File: src/rtl/task_out_packetizer.sv
// Collects result words from the task core into a buffer, then emits them as one
// packet with its byte size and a last marker; long results split into DEPTH-word packets.
module task_out_packetizer #(
  parameter int DATA_WIDTH = 8,
  parameter int DEPTH      = 32,
  parameter int SIZE_WIDTH = 12
) (
  input  logic                  i_clk,
  input  logic                  i_rst,
  input  logic [DATA_WIDTH-1:0] i_data,
  input  logic                  i_data_valid,
  input  logic                  i_input_last,
  output logic                  o_in_ready,
  input  logic                  i_tmanager_ready,
  output logic                  o_tanswer_ready,
  output logic [DATA_WIDTH-1:0] o_tdata,
  output logic                  o_tanswer_data_last,
  output logic [SIZE_WIDTH-1:0] o_packet_size_in_bytes,
  output logic                  o_busy,
  output logic                  o_full,
  output logic [15:0]           o_pkt_count
);

  localparam int unsigned PW    = (DEPTH > 1) ? $clog2(DEPTH) : 1;
  localparam int unsigned CW    = PW + 1;
  localparam int unsigned BYTES = DATA_WIDTH / 8;

  typedef enum logic {S_LOAD, S_SEND} state_t;

  state_t                  state_q, state_d;
  logic [CW-1:0]           count_q, count_d, count_inc;
  logic [PW-1:0]           rd_ptr_q, rd_ptr_d;
  logic [SIZE_WIDTH-1:0]   size_q, size_d;
  logic [15:0]             pkt_count_q, pkt_count_d;
  logic [DATA_WIDTH-1:0]   mem_q [DEPTH];
  logic                    wr_en, last_word;

  always_comb begin
    state_d     = state_q;
    count_d     = count_q;
    rd_ptr_d    = rd_ptr_q;
    size_d      = size_q;
    pkt_count_d = pkt_count_q;
    wr_en       = 1'b0;
    count_inc   = count_q + CW'(1);
    // count_q holds the latched packet length throughout S_SEND
    last_word   = (state_q == S_SEND) && ({1'b0, rd_ptr_q} == count_q - CW'(1));

    unique case (state_q)
      S_LOAD: begin
        if (i_data_valid) begin
          wr_en   = 1'b1;
          count_d = count_inc;
          if (count_inc == CW'(DEPTH) || i_input_last) begin
            state_d = S_SEND;
            size_d  = SIZE_WIDTH'(count_inc) * SIZE_WIDTH'(BYTES);
          end
        end
      end
      S_SEND: begin
        if (i_tmanager_ready) begin
          if (last_word) begin
            state_d     = S_LOAD;
            count_d     = '0;
            rd_ptr_d    = '0;
            size_d      = '0;
            pkt_count_d = pkt_count_q + 16'd1;
          end else begin
            rd_ptr_d = rd_ptr_q + PW'(1);
          end
        end
      end
      default: state_d = S_LOAD;
    endcase
  end

  always_ff @(posedge i_clk) begin
    if (i_rst) begin
      state_q     <= S_LOAD;
      count_q     <= '0;
      rd_ptr_q    <= '0;
      size_q      <= '0;
      pkt_count_q <= '0;
    end else begin
      state_q     <= state_d;
      count_q     <= count_d;
      rd_ptr_q    <= rd_ptr_d;
      size_q      <= size_d;
      pkt_count_q <= pkt_count_d;
    end
  end

  always_ff @(posedge i_clk) begin
    if (wr_en) mem_q[count_q[PW-1:0]] <= i_data;
  end

  assign o_in_ready             = (state_q == S_LOAD);
  assign o_tanswer_ready        = (state_q == S_SEND);
  assign o_busy                 = (state_q == S_SEND);
  assign o_tdata                = (state_q == S_SEND) ? mem_q[rd_ptr_q] : '0;
  assign o_tanswer_data_last    = last_word;
  assign o_packet_size_in_bytes = size_q;
  assign o_full                 = (count_q == CW'(DEPTH));
  assign o_pkt_count            = pkt_count_q;

endmodule

File: config.mk
export PLATFORM = sky130hd
export DESIGN_NAME = task_out_packetizer
export DESIGN_NICKNAME = d
export VERILOG_FILES = /design/src/rtl/task_out_packetizer.sv
export SDC_FILE = /design/constraint.sdc
export NUM_CORES = 1
export LEC_CHECK = 0
export CORE_AREA = 2 2 142 144
export CTS_BUF_LIST = sky130_fd_sc_hd__clkbuf_16
export CTS_CLUSTER_SIZE = 24
export DETAILED_ROUTE_END_ITERATION = 10
export DIE_AREA = 0 0 144 146
export DONT_BUFFER_PORTS = 1
export GPL_TIMING_DRIVEN = 0
export PLACE_DENSITY_LB_ADDON = 0.25
export SLEW_MARGIN = 20
export SYNTH_ARGS = -nofsm -noshare
export SYNTH_HDL_FRONTEND = slang
export SYNTH_SLANG_ARGS = --single-unit
File: constraint.sdc
create_clock -name i_clk -period 2.97 [get_ports i_clk]
set_input_delay 0.594 -clock i_clk [delete_from_list [all_inputs] [get_ports i_clk]]
set_output_delay 0.594 -clock i_clk [all_outputs]
set_load 0.01 [all_outputs]
==> impl_results.md <==
- Syn_area_per_cell: 18.1 um2
- Die width: 144 um
- Async S/R FF share, synth: 0
- Worst Setup End Kind: primary output
- Top routing layer in use: met4
- Dpl cell area: 12300 um2
- Cells on worst reg2reg path: 5
- Sequential fraction of the synthesis area: 0.706
- I/O Buffers: 0
- # diodes: 0
- Routability Congestion: 0.885
- Worst Max-Slew Pin Slew: 1.15 ns
- Slowest stage cell, crit path: mux4_2
- Design Area, Final: 13600 um2
- Distinct cells, synth: 52
- Metal-1 WL: 10.4 mm
- CP required: 2.38 ns
- Met3 WL post-DR: 2.54 mm
- First-pass GRT wire length: 40.6 mm
- Setup-failing EPs final: 8
- Placed Instances: 934
- Max frequency: 0.312 GHz
- Crit path arrival time: 2.61 ns
- CP Launch Type: flop
- CTS clk-pin slew, worst paths: 0.06 ns
- WP depth: 5
- Die ar.: 21000 um2
- CTS Buffer Depth: 3
- CP max stage delay: 0.53 ns
- Failing checks: setup timing
- Buf/Inv on CP: 2
- TritonCTS buffer count: 29
- Area Overhead vs Synth: 13.3%
- Most common flop cell mapped by yosys: edfxtp_1
- Critical-path maximum fanout: 5
- Crit Path Class: flop to primary output
- Post-Layout Cell Count: 994
- Fillers: 1188
- Share of cells above drive strength 1: 0.251
- Initial antenna violation count: 0
- Slew headroom: 0.231
- FP Rows: 51
- Flops & latches, synth: 295
- RSZ-0062 raised after global routing: true
- DR pass1 iterations: 5
- All-layer global routing usage: 0.261
- Layout Nets: 725
- CP cell instances: buf_12 -> clkbuf_16 -> mux4_2 -> mux4_2 -> a22o_1
- Core ar.: 19300 um2
- Post-synth EDFFs: 256
- Total congestion overflow: 0
- Post-layout min period: 3.20 ns
- HPWL after DPL: 16.7 mm
- Final ANT Viol Nets: 0
- Family with the most delay on the worst path: multiplexers
- Max cap viols: 0
- Wire per inst: 27.5 um
- Starting density of the core: 0.621
- Leakage: 4.27 nW
- Routed via count: 6605
- Synth Cell Area: 12000 um2
- Cell repeated most along the worst path: mux4_2
- Yosys warns: 0
- Fin. max-slew vios: 0
- TritonCTS clock tree: built
- Pin count of the biggest net entering global routing: 33
- Peak VDD IR: 468 uV
- Status: complete, but fails checks
- Die height: 146 um
- Hold depth: 0
- Worst Hold Class: primary input to flop
- Routed WL: 27.3 mm
- Tcrit/Tclk final: 1.08
- Root Driver: clkbuf_16
- Post-Syn Instances: 664
- I/O Pins: 54
- Setup Skew: 0.0123 ns
- DRC Markers: 0
- Post-DR vias/cell: 6.64
- Fin util: 0.703
- Cell Pwr Density: 608 nW/um2
- Clock latency on the worst-skew pair: 0.54 ns
- H-tree depth: 1
- Hold Fails Final Rpt: 0
- Met2 routed WL: 13.7 mm
- RR Startpoint: o_busy$_SDFF_PP0_
- CTS hold repair buffers: 0
- CTS Sinks: 295
- Iteration-0 DRC Markers: 750
- Setup ws final: -0.233 ns
- Vias in the first global route: 6614
- Hold Crit Start: i_data[7]
## metrics by stage
step / setup TNS [ns] / power (W) / worst slack [ns] / hold slack [ns]
after detailed placement: -2.50 / 0.00495 / -0.346 / 0.533
after global placement: -2.60 / 0.00494 / -0.355 / 0.519
after floorplan: 0 / 0.00487 / 0.384 / 0.487
after CTS: -1.91 / 0.00826 / -0.263 / 0.129
after global routing: -2.00 / 0.00846 / -0.271 / 0.130
final: -1.63 / 0.00826 / -0.233 / 0.148
## path summary, 6_finish.rpt
check                                 to  slack [ns]
setup / recovery              o_tdata[7]       -0.23
hold / removal    mem_q[31][7]$_DFFE_PP_        0.15
setup reg to reg  mem_q[29][6]$_DFFE_PP_        0.26
hold reg to reg                     flop        0.53
## cells in the mapped netlist (all sizes together), types with 2 or more instances
master	instances	area [um2]
edfxtp	256	7690
mux4	80	1800
nor2	44	165
dfxtp	39	781
nand2	35	131
buf	26	186
clkbuf	21	78.8
a21oi	13	65.1
nand4	13	81.3
o311ai	12	105
o41ai	12	105
or2	12	75.1
o211ai	9	67.6
a22o	8	70.1
nand3	8	40.0
nor3	8	45.0
inv	7	26.3
o21ai	7	35.0
xor2	7	61.3
ha	6	75.1
and2	3	18.8
nand2b	3	18.8
nor2b	3	18.8
xnor2	3	26.3
and3	2	12.5
and4	2	17.5
nand3b	2	15.0
o2111ai	2	17.5
o2bb2ai	2	17.5
o31ai	2	15.0
or3	2	12.5
## power breakdown
part           total [W]  switching (W)  internal, W
registers        0.00455      0.0000214      0.00452
logic           0.000384       0.000202     0.000182
clock network    0.00333        0.00148      0.00185
total            0.00826        0.00170      0.00655
## cell families after synthesis
| family | count (synthesis) | share of synthesized area |
|---|---|---|
| simple gates | 142 | 0.0580 |
| fa+ha+maj | 6 | 0.00626 |
| mux | 81 | 0.151 |
| buf+inv | 54 | 0.0243 |
| xor+xnor | 10 | 0.00730 |
| flops | 295 | 0.706 |
| compound gates | 75 | 0.0469 |
| other cells | 1 | 0.000313 |
## what timing repair did
action / CTS / global route
resized for setup: 48 / 10
cloned: 3 / 4
pin swaps: 5 / 5
setup endpoints to repair: 9 / 9
buffers inserted: 3 / 0
## placed cells by master, fill, tap and decap left out, types with 3 or more instances in the layout
cell type,instances
nand3_1,8
nand4_1,13
nor2_1,44
a22o_4,7
clkbuf_4,6
buf_1,3
clkbuf_16,33
o41ai_1,12
nor3_1,6
clkbuf_1,14
buf_12,8
or2_2,12
buf_2,3
o211ai_1,9
xnor2_1,3
buf_4,10
xor2_1,7
edfxtp_1,256
clkinv_1,9
ha_1,5
dfxtp_1,35
nand2_1,35
inv_1,15
nor2b_1,3
dfxtp_4,3
mux4_2,80
a21oi_1,13
clkinv_2,4
o21ai_0,7
nand2b_1,3
o311ai_0,10
conb_1,6
## metal layers
metal  up-vias  global-route usage
met5         -                   0
met4         0              0.0632
met3        55              0.0474
met2       383               0.425
met1      3384               0.374
li1       2783                   -
## final cells by class
| class | count | area [um2] | share of cell area |
|---|---|---|---|
| inverter | 7 | 28.8 | 0.00212 |
| sequential | 295 | 8480 | 0.624 |
| clock inverter | 25 | 130 | 0.00958 |
| clock buffer | 29 | 726 | 0.0534 |
| buffer | 44 | 348 | 0.0256 |
| tap | 265 | 332 | 0.0244 |
| timing repair buffer | 9 | 194 | 0.0143 |
| multi-input combinational | 320 | 3350 | 0.247 |
## sequential cells by signal, indices dropped and copies added (netlist names), named ones only
register and cells:
o_pkt_count 16, count_q 6, o_packet_size_in_bytes 6, o_busy 1, mem_q 256, rd_ptr_q 5
## worst register-to-register path: stages (launching register included)
cell and delay, ns:
dfxtp_1 0.40, nor2b_1 0.14, clkbuf_1 0.27, clkbuf_1 0.36, nand2_1 0.38, nor2_1 0.78
(Power assumes the default switching activity.)
